<file path="src/rtl/uart_tx_ctrl_if.sv">
// uart_tx_ctrl_if
// Bundles every non-clock signal of uart_tx_ctrl: the core-side write path,
// the FIFO status/overflow flags and the handshake with the UART transmitter.
//   master : the environment side (core write port + UART transmitter).
//            Drives wr_en/wr_data/wr_len/ovf_clr and tx_busy.
//   slave  : the controller side. Drives fifo_full/fifo_empty/fifo_count,
//            overflow, ctrl_busy, tx_sdata and tx_start.
interface uart_tx_ctrl_if #(
  parameter int DEPTH = 16,
  parameter int AW    = $clog2(DEPTH)
);
  logic        wr_en;
  logic [31:0] wr_data;
  logic [1:0]  wr_len;
  logic        fifo_full;
  logic        fifo_empty;
  logic [AW:0] fifo_count;
  logic        overflow;
  logic        ovf_clr;
  logic        ctrl_busy;
  logic [7:0]  tx_sdata;
  logic        tx_start;
  logic        tx_busy;

  modport master (
    output wr_en, wr_data, wr_len, ovf_clr, tx_busy,
    input  fifo_full, fifo_empty, fifo_count, overflow, ctrl_busy,
           tx_sdata, tx_start
  );

  modport slave (
    input  wr_en, wr_data, wr_len, ovf_clr, tx_busy,
    output fifo_full, fifo_empty, fifo_count, overflow, ctrl_busy,
           tx_sdata, tx_start
  );
endinterface

</file>
<file path="src/rtl/uart_tx_ctrl.sv">
// uart_tx_ctrl
// Buffers 32-bit words from the core in a DEPTH-entry FIFO and feeds them,
// LSB byte first, to an 8-bit UART transmitter. Each entry carries its own
// byte count (wr_len + 1, i.e. 1..4 bytes).
// Ports:
//   clk   : system clock
//   rstn  : asynchronous active-low reset
//   bus   : uart_tx_ctrl_if.slave
//           wr_en/wr_data/wr_len  enqueue path from the core
//           fifo_full/fifo_empty/fifo_count  registered FIFO status
//           overflow/ovf_clr      sticky dropped-write flag and its clear
//           ctrl_busy             FSM active or FIFO not empty
//           tx_sdata/tx_start     byte and one-cycle start to the transmitter
//           tx_busy               transmitter busy flag
module uart_tx_ctrl #(
  parameter int DEPTH = 16,
  parameter int AW    = $clog2(DEPTH)
) (
  input logic          clk,
  input logic          rstn,
  uart_tx_ctrl_if.slave bus
);

  typedef enum logic [1:0] {
    IDLE = 2'd0,
    ACK  = 2'd1,
    DONE = 2'd2
  } state_t;

  localparam logic [AW:0] FULL_COUNT = (AW + 1)'(DEPTH);

  // FIFO storage and bookkeeping
  logic [33:0]   mem [DEPTH];
  logic [AW-1:0] wr_ptr_q, wr_ptr_d;
  logic [AW-1:0] rd_ptr_q, rd_ptr_d;
  logic [AW:0]   count_q, count_d;
  logic          full_q, full_d;
  logic          empty_q, empty_d;
  logic          ovf_q, ovf_d;
  logic          busy_q, busy_d;

  // Sequencer state
  state_t        state_q;
  logic [31:0]   shreg_q;
  logic [1:0]    rem_q;
  logic [7:0]    sdata_q;
  logic          start_q;

  logic          push;
  logic          drop;
  logic          pop;
  logic          idle_next;
  logic [33:0]   head;

  assign head = mem[rd_ptr_q];
  assign push = bus.wr_en && !full_q;
  assign drop = bus.wr_en && full_q;
  // The head is only launched once the transmitter is free, so tx_start can
  // never coincide with tx_busy even if the transmitter is held busy.
  assign pop  = (state_q == IDLE) && !empty_q && !bus.tx_busy;

  // Next-state for the FIFO pointers, occupancy flags, overflow and
  // ctrl_busy. Flags are derived from the next count so they are registered
  // on the same edge as the write/pop that changes the occupancy.
  always_comb begin
    wr_ptr_d = wr_ptr_q;
    rd_ptr_d = rd_ptr_q;
    count_d  = count_q;
    if (push) begin
      wr_ptr_d = wr_ptr_q + 1'b1;
    end
    if (pop) begin
      rd_ptr_d = rd_ptr_q + 1'b1;
    end
    case ({push, pop})
      2'b10:   count_d = count_q + 1'b1;
      2'b01:   count_d = count_q - 1'b1;
      default: count_d = count_q;
    endcase
    full_d  = (count_d == FULL_COUNT);
    empty_d = (count_d == '0);

    // A dropped write wins over a simultaneous clear.
    if (drop) begin
      ovf_d = 1'b1;
    end else if (bus.ovf_clr) begin
      ovf_d = 1'b0;
    end else begin
      ovf_d = ovf_q;
    end

    // Whether the sequencer will sit in IDLE after this edge.
    idle_next = ((state_q == IDLE) && !pop) ||
                ((state_q == DONE) && !bus.tx_busy && (rem_q == 2'd0));
    busy_d    = !idle_next || !empty_d;
  end

  // FIFO data array; contents need no reset because the pointers define
  // which entries are valid.
  always_ff @(posedge clk) begin
    if (push) begin
      mem[wr_ptr_q] <= {bus.wr_len, bus.wr_data};
    end
  end

  // FIFO control and status registers.
  always_ff @(posedge clk or negedge rstn) begin
    if (!rstn) begin
      wr_ptr_q <= '0;
      rd_ptr_q <= '0;
      count_q  <= '0;
      full_q   <= 1'b0;
      empty_q  <= 1'b1;
      ovf_q    <= 1'b0;
      busy_q   <= 1'b0;
    end else begin
      wr_ptr_q <= wr_ptr_d;
      rd_ptr_q <= rd_ptr_d;
      count_q  <= count_d;
      full_q   <= full_d;
      empty_q  <= empty_d;
      ovf_q    <= ovf_d;
      busy_q   <= busy_d;
    end
  end

  // Byte sequencer: launch a byte, wait for the transmitter to accept it
  // (tx_busy high), then wait for it to finish before the next byte.
  always_ff @(posedge clk or negedge rstn) begin
    if (!rstn) begin
      state_q <= IDLE;
      shreg_q <= '0;
      rem_q   <= '0;
      sdata_q <= '0;
      start_q <= 1'b0;
    end else begin
      case (state_q)
        IDLE: begin
          if (pop) begin
            shreg_q <= head[31:0];
            rem_q   <= head[33:32];
            sdata_q <= head[7:0];
            start_q <= 1'b1;
            state_q <= ACK;
          end
        end
        ACK: begin
          start_q <= 1'b0;
          if (bus.tx_busy) begin
            state_q <= DONE;
          end
        end
        DONE: begin
          if (!bus.tx_busy) begin
            if (rem_q != 2'd0) begin
              rem_q   <= rem_q - 2'd1;
              shreg_q <= shreg_q >> 8;
              sdata_q <= shreg_q[15:8];
              start_q <= 1'b1;
              state_q <= ACK;
            end else begin
              state_q <= IDLE;
            end
          end
        end
        default: begin
          start_q <= 1'b0;
          state_q <= IDLE;
        end
      endcase
    end
  end

  assign bus.fifo_full  = full_q;
  assign bus.fifo_empty = empty_q;
  assign bus.fifo_count = count_q;
  assign bus.overflow   = ovf_q;
  assign bus.ctrl_busy  = busy_q;
  assign bus.tx_sdata   = sdata_q;
  assign bus.tx_start   = start_q;

endmodule

</file>
<file path="src/flat_wrapper.sv">
// flat-port wrapper written by rule: the top's interface ports become plain ports
module uart_tx_ctrl_flat 
#(
  parameter int DEPTH = 16,
  parameter int AW    = $clog2(DEPTH)
)
  (clk, rstn, bus_wr_en, bus_wr_data, bus_wr_len, bus_ovf_clr, bus_tx_busy, bus_fifo_full, bus_fifo_empty, bus_fifo_count, bus_overflow, bus_ctrl_busy, bus_tx_sdata, bus_tx_start);
  uart_tx_ctrl_if #(.DEPTH(DEPTH), .AW(AW)) bus_i ();
  input logic clk;
  input logic rstn;
  input wire logic [$bits(bus_i.wr_en)-1:0] bus_wr_en;
  input wire logic [$bits(bus_i.wr_data)-1:0] bus_wr_data;
  input wire logic [$bits(bus_i.wr_len)-1:0] bus_wr_len;
  input wire logic [$bits(bus_i.ovf_clr)-1:0] bus_ovf_clr;
  input wire logic [$bits(bus_i.tx_busy)-1:0] bus_tx_busy;
  output wire logic [$bits(bus_i.fifo_full)-1:0] bus_fifo_full;
  output wire logic [$bits(bus_i.fifo_empty)-1:0] bus_fifo_empty;
  output wire logic [$bits(bus_i.fifo_count)-1:0] bus_fifo_count;
  output wire logic [$bits(bus_i.overflow)-1:0] bus_overflow;
  output wire logic [$bits(bus_i.ctrl_busy)-1:0] bus_ctrl_busy;
  output wire logic [$bits(bus_i.tx_sdata)-1:0] bus_tx_sdata;
  output wire logic [$bits(bus_i.tx_start)-1:0] bus_tx_start;
  assign bus_i.wr_en = bus_wr_en;
  assign bus_i.wr_data = bus_wr_data;
  assign bus_i.wr_len = bus_wr_len;
  assign bus_i.ovf_clr = bus_ovf_clr;
  assign bus_i.tx_busy = bus_tx_busy;
  assign bus_fifo_full = bus_i.fifo_full;
  assign bus_fifo_empty = bus_i.fifo_empty;
  assign bus_fifo_count = bus_i.fifo_count;
  assign bus_overflow = bus_i.overflow;
  assign bus_ctrl_busy = bus_i.ctrl_busy;
  assign bus_tx_sdata = bus_i.tx_sdata;
  assign bus_tx_start = bus_i.tx_start;
  uart_tx_ctrl #(.DEPTH(DEPTH), .AW(AW)) u_core (.clk(clk), .rstn(rstn), .bus(bus_i));
endmodule
</file>
<file path="config.mk">
export PLATFORM = sky130hd
export DESIGN_NAME = uart_tx_ctrl_flat
export DESIGN_NICKNAME = d
export VERILOG_FILES = /design/src/rtl/uart_tx_ctrl_if.sv /design/src/rtl/uart_tx_ctrl.sv /design/src/flat_wrapper.sv
export SDC_FILE = /design/constraint.sdc
export NUM_CORES = 1
export LEC_CHECK = 0
export CORE_MARGIN = 2
export CORE_UTILIZATION = 55
export CTS_CLUSTER_DIAMETER = 30
export DETAILED_ROUTE_END_ITERATION = 10
export PLACE_DENSITY = 0.75
export SYNTH_ARGS = -nofsm -noshare
export SYNTH_HDL_FRONTEND = slang
export SYNTH_SLANG_ARGS = --single-unit
</file>
<file path="constraint.sdc">
create_clock -name clk -period 3.12 [get_ports clk]
set_clock_uncertainty 0.05 [all_clocks]
set_input_delay 0.468 -clock clk [delete_from_list [all_inputs] [get_ports clk]]
set_output_delay 0.468 -clock clk [all_outputs]
set_load 0.02 [all_outputs]
</file>
# Word-level counts from Yosys, hierarchy flattened
# Memories as Yosys holds them, arrays and structs flattened.
# Cells that the tools add are included.
[word_totals] ff_bits=62 latch_bits=0 mem_bits_rw=544 mem_bits_ro=0 in_bits=39 out_inout_bits=18 elab_cells=77 memories=1
[classes] addsub=5 multipliers=0 div_mod_pow=0 order_cmp=0 eq_ne=9 shift=0 muxes=26 n_bitwise=0 n_reduce_logical=24
[mem_list] name="u_core.mem" depth=16 width=34 rd=1 rd_ports_with_merged_regs=0 write_ports=1 line="uart_tx_ctrl.sv:33" text="logic [33:0] mem [DEPTH];"
[op_table] operator="$mux W32" count=3
[op_table] operator="$pmux W32 S2" count=1
[op_table] operator="$mux W8" count=3
[op_table] operator="$pmux W8 S2" count=1
[op_table] operator="$mux W2" count=6
[op_table] operator="$pmux W5 S2" count=1
[op_table] operator="$add A4 B1 Y4 const B" count=2
[op_table] operator="$mux W1" count=8
[op_table] operator="$logic_and A1 B1 Y1" count=7
[op_table] operator="$logic_not A1 Y1" count=6
[op_table] operator="$ne A2 B2 Y1 const B" count=3
[op_table] operator="$pmux W2 S3" count=1
[op_table] operator="$reduce_and A3 Y1" count=2
[op_table] operator="$reduce_bool A2 Y1" count=3
[op_table] operator="$add A5 B1 Y5 const B" count=1
[op_table] operator="$eq A5 B5 Y1 const B" count=1
[op_table] operator="$logic_not A5 Y1" count=1
[op_table] operator="$sub A5 B1 Y5 const B" count=1
[op_table] operator="$eq A2 B1 Y1 const B" count=2
[op_table] operator="$eq A2 B2 Y1 const B" count=2
[op_table] operator="$logic_not A2 Y1" count=2
[op_table] operator="$pmux W2 S2" count=1
[op_table] operator="$reduce_and A4 Y1" count=1
[op_table] operator="$logic_or A1 B1 Y1" count=2
[op_table] operator="other kinds (3)" count=3

# Logic depth before layout (Yosys ltp)
# Gate-level depths: netlist of the first run.
[depth] ltp_word=8 ltp_mapped=12 mapped_depth_nobuf=10

# Least setup slack after synthesis of the first run
# No wires, ideal clock.
[synth_timing] kind="input to register" from="input bus_tx_busy" to="register u_core.busy_q (netlist: u_core.bus.ctrl_busy)" setup_ns=0.139 arrival_time_ns=3.231 t_required_ns=2.931 slack_ns=-0.300 path_stages=12 n_path_buf=3 path_cell_list="buf_4 -> nor4_1 -> buf_2 -> buf_1 -> ha_1 -> xor2_1 -> ha_1 -> nor2_1 -> o31ai_1 -> o211ai_2 -> xnor2_1 -> or4_1"
[synth_via] elab_chain_len=7 word_cells_on_any_way=14 classes_between="eq/ne: 2; mux: 1; reduce/logical: 11"
[synth_lines] item="from (decl)" line="flat_wrapper.sv:15" text="input wire logic [$bits(bus_i.tx_busy)-1:0] bus_tx_busy;"
[synth_lines] item="$logic_not A1 Y1 *" line="uart_tx_ctrl.sv:60" text="assign pop = (state_q == IDLE) && !empty_q && !bus.tx_busy;"
[synth_lines] item="$logic_and A1 B1 Y1 *" line="uart_tx_ctrl.sv:60"
[synth_lines] item="named net u_core.pop" line="uart_tx_ctrl.sv:51" text="logic pop;"
[synth_lines] item="$eq A2 B1 Y1 or $eq A2 B2 Y1 (tied branches)" line="uart_tx_ctrl.sv:75" text="case ({push, pop})"
[synth_lines] item="$pmux W5 S2 *" line="uart_tx_ctrl.sv:75"
[synth_lines] item="named net u_core.count_d[4]" line="uart_tx_ctrl.sv:36" text="logic [AW:0] count_q, count_d;"
[synth_lines] item="$logic_not A5 Y1 *" line="uart_tx_ctrl.sv:81" text="empty_d = (count_d == '0);"
[synth_lines] item="$logic_not A1 Y1 *" line="uart_tx_ctrl.sv:95" text="busy_d = !idle_next || !empty_d;"
[synth_lines] item="$logic_or A1 B1 Y1 *" line="uart_tx_ctrl.sv:95"
[synth_lines] item="named net u_core.busy_d" line="uart_tx_ctrl.sv:40" text="logic busy_q, busy_d;"
[synth_lines] item="to (signal assigned)" line="uart_tx_ctrl.sv:123" text="busy_q <= busy_d;"
[synth_lines] item="to (decl)" line="uart_tx_ctrl.sv:40"
# The timed path passes the listed nets; every way through them passes the cells marked *.
# A chain may end at the register's enable or synchronous reset.

# Final worst setup path of the first run
[layout_timing] from="register u_core.state_q[1]" to="register u_core.busy_q (netlist: u_core.bus.ctrl_busy)"
[layout_via] elab_chain_len=8 word_cells_on_any_way=16 classes_between="eq/ne: 3; mux: 1; reduce/logical: 12"
[layout_lines] item="from (decl)" line="uart_tx_ctrl.sv:43" text="state_t state_q;"
[layout_lines] item="from (signal assigned)" line="uart_tx_ctrl.sv:131" text="state_q <= IDLE;"
[layout_lines] item="from (signal assigned)" line="uart_tx_ctrl.sv:144" text="state_q <= ACK;"
[layout_lines] item="from (signal assigned)" line="uart_tx_ctrl.sv:150" text="state_q <= DONE;"
[layout_lines] item="$logic_not A2 Y1 *" line="uart_tx_ctrl.sv:60"
[layout_lines] item="$logic_and A1 B1 Y1 * (2 in series)" line="uart_tx_ctrl.sv:60"
[layout_lines] item="$eq A2 B1 Y1 or $eq A2 B2 Y1 (tied branches)" line="uart_tx_ctrl.sv:75"
[layout_lines] item="$pmux W5 S2 *" line="uart_tx_ctrl.sv:75"
[layout_lines] item="named net u_core.count_d[4]" line="uart_tx_ctrl.sv:36"
[layout_lines] item="$logic_not A5 Y1 *" line="uart_tx_ctrl.sv:81"
[layout_lines] item="$logic_not A1 Y1 *" line="uart_tx_ctrl.sv:95"
[layout_lines] item="$logic_or A1 B1 Y1 *" line="uart_tx_ctrl.sv:95"
[layout_lines] item="named net u_core.busy_d" line="uart_tx_ctrl.sv:40"
# Marks and branches as above.

==> qor.csv, run 1 <==
metric,value,unit
first-pass GRT wire length,81890,um
setup slack after layout,299.6,ps
run status,completed,
die area,43800,um2
Lkg Pwr,0.009676,uW
Least-Margin Pin Slew,806.0,ps
worst hold path type,in2async,
clock buffer depth,3,
P&R area growth vs syn,22.88,%
htree depth,3,
Yosys reg bits,598,
initial antenna violation count,0,
Synth cell types,46,
TritonCTS clock tree,yes,
Max Cap Viol,0,
Synth async-reset ratio,0.09030,
Final GP Congestion,0.8338,
Crit. End Element,flip-flop,
Synth Cell Area,23180,um2
nature of the critical path startpoint,flip-flop,
Pre-antenna DRT Iters,5,
final hold vios,0,
root buffer cell,clkbuf_16,
DRT Wirelength,54830,um
crit-path max FO,6,
CP max stage cell,or4_1,
vias per inst,6.318,
Starting Density,0.5551,
post-synthesis average cell area,19.66,um2
final core utilization,0.6820,
GR Overflow Total,0,
layout cell share with drive strength beyond 1,0.2596,
Die Ht,209.3,um
critical path's largest stage delay,510,ps
fillers,2480,
Hold Worst Slack,286.4,ps
latest clock arrival within the worst-skew pair,650,ps
crit-path cells,"nor4_4, ha_2, xor2_1, ha_1, nor2_1, o31ai_1, o211ai_2, xnor2_1, or4_1",
pin count of the biggest net entering global routing,70,
Post-Place Cell Area,24760,um2
diode count,0,
CTS buffer count,105,
sequential fraction of the synthesis area,0.7631,
"Reg clk slew, reported paths",50,ps
DP Worst Slack,-136.1,ps
fmax,354.6,MHz
relative slew slack,0.4627,
Residual DRC,0,
Synthesized Nets,1227,
Pwr per Cell Area,1021,nW/um2
Synth Instances,1179,
Post-synth EDFFs,544,
CTS Sinks,598,
wire length per cell,27.92,um
RSZ-0062 raised after global routing,no,
routed vias,12410,
Final TNS setup,0,ps
Chip Width,209.3,um
Final ANT Viol Nets,0,
VDD IR max,485.2,uV
Worst Path Arrival,3260,ps
Tot GR Track Use,0.2568,
"Min Clock Period, post-route",2820,ps
Synth Warn #,0,
IO Count,57,
critical path class,reg2reg,
detailed placement HPWL,28590,um
I/O Buffers,56,
number of global-route vias before repair,12940,
nets,1381,
"Slew Viols, Final",0,
final number of setup-violating endpoints,0,
FP Rows,75,
core area,41760,um2
period utilization,0.9040,
fin area,28480,um2
Post-CTS Setup Bufs,0,
drt first-iter violations,1444,
Main synth FF type,edfxtp_1,
CP required,3560,ps
CTS resizes,0,
==> placed cells by master (no fill, tap or decap), types with 13 or more instances in the layout <==
cell,count
and2_2,16
a221oi_1,24
mux2i_1,104
clkinvlp_4,14
o21ai_0,27
clkdlybuf4s50_1,55
dfrtp_1,49
nand2_1,20
a21oi_1,13
nor2_1,23
clkbuf_1,17
o22ai_1,23
bufinv_16,15
buf_4,48
mux4_2,90
a22oi_1,23
edfxtp_1,544
clkinv_2,13
a31oi_1,26
o211ai_1,15
clkbuf_16,110
buf_12,17
==> critical path: cells and delay by family, from the launching register on <==
family                   cells  cell delay (ps)
AO/OA/AOI/OAI                2              480
adder cells (fa/ha/maj)      2              450
XOR/XNOR                     2              310
AND/OR/NAND/NOR              3              940
flip-flops                   1              460
==> Yosys cell counts (13+ instances only) <==
cell type / number / share of area
edfxtp_1: 544 / 0.70
mux2i_1: 104 / 0.045
mux4_2: 90 / 0.087
dfrtp_1: 53 / 0.057
buf_2: 34 / 0.0073
o21ai_0: 27 / 0.0058
a31oi_1: 26 / 0.0070
nor2_1: 25 / 0.0040
a221oi_1: 24 / 0.0091
a22oi_1: 23 / 0.0074
o22ai_1: 23 / 0.0062
clkbuf_1: 20 / 0.0032
nand2_1: 20 / 0.0032
and2_1: 17 / 0.0046
buf_4: 16 / 0.0052
o211ai_1: 15 / 0.0049
a21oi_1: 13 / 0.0028
==> stage by stage <==
stage                     cells  power [uW]
after floorplan            1179       14970
after global placement     1764       17090
after detailed placement   1764       17300
after CTS                  1964       29160
after global routing       1964       30060
final                      1964       29070
==> sequential cells by signal (all words and copies together) (netlist names), 2 cells and up <==
signal,count
u_core.wr_ptr_q,4
u_core.bus.tx_sdata,7
u_core.rd_ptr_q,4
u_core.mem,544
u_core.state_q,2
u_core.shreg_q,25
u_core.bus.fifo_count,5
u_core.rem_q,2
==> per-layer routing <==
layer | GRT usage | share of wire
met5 | 0 | 0
met4 | 0.1074 | 0.032
met3 | 0.05297 | 0.090
met2 | 0.3992 | 0.48
met1 | 0.3606 | 0.40
==> timing repair <==
action	CTS	global route
setup endpoints to repair	0	0
hold buffers	1	0
hold endpoints to repair	15	0
==> kinds of logic (layout without fill, tap and decap cells) <==
| group | count (synthesis) | in the layout | share of synthesized area |
|---|---|---|---|
| flops | 598 | 598 | 0.7631 |
| xor+xnor | 10 | 10 | 0.003779 |
| buf+inv | 86 | 332 | 0.01933 |
| simple gates | 105 | 105 | 0.02343 |
| compound gates | 166 | 166 | 0.04761 |
| fa+ha+maj | 9 | 9 | 0.004858 |
| mux | 205 | 205 | 0.1379 |
==> worst paths after layout <==
path	start	end	slack [ps]	depth (start not counted)
min in group clk	bus_ovf_clr	u_core.bus.overflow	380	2
worst min-delay path	rstn	u_core.shreg_q[28]	290	2
worst max register to register	u_core.state_q[1]	u_core.bus.ctrl_busy	300	9
max in group asynchronous	rstn	u_core.rd_ptr_q[0]	1970	3
worst max-delay path	u_core.state_q[1]	u_core.bus.ctrl_busy	300	9
worst min register to register	u_core.bus.overflow	u_core.bus.overflow	480	2
==> cell type report <==
class                   count  area [um2]  area share
clock buffers             130        2858      0.1003
clock inverters            69       853.3     0.02996
inverters                  11       41.29    0.001450
multi-input cells         495        5087      0.1786
flip-flops and latches    598       17700      0.6215
well taps                 539       674.4     0.02368
repair buffers            122        1266     0.04446
==> where the power goes <==
part	internal (uW)	total, uW	leakage, uW	switching, uW
registers	9830	10600	0.00553	781
logic	2980	6730	0.00238	3750
clock network	7770	11700	0.00177	3950
Note: power is estimated with default switching activity, not from simulation.
==> run 2, diff against run 1 <==
--- a/config.mk
+++ b/config.mk
@@ -9,7 +9,7 @@
 export CORE_UTILIZATION = 55
 export CTS_CLUSTER_DIAMETER = 30
 export DETAILED_ROUTE_END_ITERATION = 10
-export PLACE_DENSITY = 0.75
+export PLACE_DENSITY = 0.72
 export SYNTH_ARGS = -nofsm -noshare
 export SYNTH_HDL_FRONTEND = slang
 export SYNTH_SLANG_ARGS = --single-unit
==> constraint.sdc (replaced) <==
create_clock -name clk -period 3.45 [get_ports clk]
set_clock_uncertainty 0.05 [all_clocks]
set_input_delay 0.5175 -clock clk [delete_from_list [all_inputs] [get_ports clk]]
set_output_delay 0.5175 -clock clk [all_outputs]
set_load 0.02 [all_outputs]
==> run 2 against run 1 <==
Net effect:
- setup slack better by 250 ps
- maximum frequency is 2.8% lower
- sequential cell count stayed put
- hold slack better by 130 ps
- critical endpoint unchanged
- utilization is 0.19 points lower
- sequential share of layout area is 0.17 points higher
- global-route usage is 1.1 points lower
- die area stayed put
- combinational power is 12% lower
- clock power is 9% lower
- largest cell class unchanged
- wire length is 4.5% lower
- via count is 1.7% lower
==> qor.csv, run 2 (same netlist as run 1, synthesis figures left out) <==
metric,value,unit,change
Final TNS setup,0,ps,unchanged
number of global-route vias before repair,12630,,-2.4%
first-pass GRT wire length,79020,um,-3.5%
Starting Density,0.5551,,unchanged
Final GP Congestion,0.8293,,-0.54%
Lkg Pwr,0.009655,uW,-0.22%
Worst Path Arrival,3340,ps,+80 ps
FP Rows,75,,unchanged
nets,1372,,-0.65%
Residual DRC,0,,unchanged
Crit. End Element,flip-flop,,
Chip Width,209.3,um,unchanged
nature of the critical path startpoint,flip-flop,,
critical path's largest stage delay,540,ps,+30 ps
clock buffer depth,3,,unchanged
Pre-antenna DRT Iters,5,,unchanged
RSZ-0062 raised after global routing,no,,
CP required,3890,ps,+330 ps
vias per inst,6.236,,-1.3%
most frequent cells in the layout,"edfxtp_1 (544), clkbuf_16 (110), mux2i_1 (104)",,
CP max stage cell,or4_1,,
initial antenna violation count,0,,unchanged
die area,43800,um2,unchanged
Post-Place Cell Area,24690,um2,-0.28%
run status,completed,,
pin count of the biggest net entering global routing,57,,-19%
total power,26090,uW,-10%
final hold vios,0,,unchanged
Final ANT Viol Nets,0,,unchanged
final number of setup-violating endpoints,0,,unchanged
htree depth,3,,unchanged
Die Ht,209.3,um,unchanged
fmax,344.5,MHz,-2.8%
fillers,2553,,+2.9%
crit-path max FO,8,,+2
"most common cell after layout, fill and taps aside",edfxtp_1,,
detailed placement HPWL,28610,um,about the same
routed vias,12200,,-1.7%
CTS resizes,0,,unchanged
relative slew slack,0.2643,,-0.1984
Pwr per Cell Area,918.7,nW/um2,-10%
wire length per cell,26.75,um,-4.2%
Top reg by flops,u_core.mem,,
critical path class,reg2reg,,
Max Cap Viol,0,,unchanged
fin area,28400,um2,-0.27%
CTS buffer count,107,,+1.9%
I/O Buffers,56,,unchanged
latest clock arrival within the worst-skew pair,630,ps,-20 ps
core area,41760,um2,unchanged
DRT Wirelength,52360,um,-4.5%
"Slew Viols, Final",0,,unchanged
VDD IR max,604.7,uV,+25%
"Reg clk slew, reported paths",40,ps,about the same
Tot GR Track Use,0.2460,,-0.01076
IO Count,57,,unchanged
CTS Sinks,598,,unchanged
GR Overflow Total,0,,unchanged
layout cell share with drive strength beyond 1,0.2630,,+0.003397
period utilization,0.8413,,-0.06265
crit-path cells,"nor4_2, ha_1, xor2_1, ha_1, nor2_1, o31ai_1, o211ai_2, xnor2_1, or4_1",,
P&R area growth vs syn,22.54,%,
R2R setup slack,550,ps,+250 ps
drt first-iter violations,1185,,-18%
TritonCTS clock tree,yes,,
root buffer cell,clkbuf_16,,
"Min Clock Period, post-route",2903,ps,+82.18 ps
diode count,0,,unchanged
"most used cell, CP",ha_1,,
worst hold path type,in2async,,
Largest register FFs,544,,unchanged
Least-Margin Pin Slew,1104,ps,+297.5 ps
-- run 2: changes by cell type in the layout (fill, tap and decap cells not counted), moves of 7 or more --
cell      previous run  this run
inv_6                8        20
clkbuf_1            17         9
clkinv_2            13        20
buf_4               48        35
-- run 2: layout make-up --
| type | instances | area (um2) | area share |
|---|---|---|---|
| inverter | 11 | 41.29 | 0.001454 |
| sequential | 598 | 17700 | 0.6232 |
| clock inverter | 81 | 874.6 | 0.03079 |
| clock buffer | 122 | 2828 | 0.09955 |
| timing repair buffer | 111 | 1209 | 0.04255 |
| multi-input combinational | 495 | 5076 | 0.1787 |
| tap | 539 | 674.4 | 0.02374 |
-- run 2: repair_timing --
action | 4_1_cts | 5_1_grt
hold buffers | 1 | 0
setup buffers | 0 | 0
endpoints found under the hold margin | 22 | 0
setup endpoints to repair | 0 | 0
-- run 2: final timing paths --
| check | from | endpoint | cells past startpoint |
|---|---|---|---|
| setup reg to reg | u_core.state_q[0] | u_core.bus.ctrl_busy | 9 |
| max in group asynchronous | rstn | u_core.rd_ptr_q[1] | 3 |
| hold reg to reg | u_core.bus.tx_start | u_core.bus.tx_start | 2 |
| hold / removal | rstn | u_core.bus.fifo_count[4] | 2 |
| setup / recovery | u_core.state_q[0] | u_core.bus.ctrl_busy | 9 |
| min in group clk | bus_ovf_clr | u_core.bus.overflow | 2 |
-- run 2: critical path: cells and delay by family (launching register included) --
kind / cells / cell delay (ps)
AOI/OAI and AO/OA: 2 / 410
DFF: 1 / 480
and+or+nand+nor: 3 / 1040
xor gates and xnor gates: 2 / 340
adders and majority gates: 2 / 460
-- run 2: stage by stage --
stage / std cells / util / hold WS [ps] / setup WS, ps
finish: 1957 / 0.6802 / 413.6 / 547.4
global route: 1957 / 0.6802 / 455.5 / 331.1
CTS: 1957 / 0.6802 / 409.9 / 553.8
detailed placement: 1753 / 0.5913 / 469.6 / 165.2
global placement: 1753 / 0.5913 / 453.7 / 229.5
floorplan: 1179 / - / 171.9 / 117.1
-- run 2: metal layers --
layer	wire length, um	GRT usage	up-vias
met2	25540	0.3909	604
met3	4303	0.05073	116
met1	20960	0.3403	6324
met4	1559	0.09704	0
met5	0	0	-
li1	-	-	5159
-- run 2: power breakdown --
| group | internal, uW | switching, uW |
|---|---|---|
| Combinational | 2680 | 3210 |
| Clock | 6860 | 3690 |
| Sequential | 8890 | 768 |
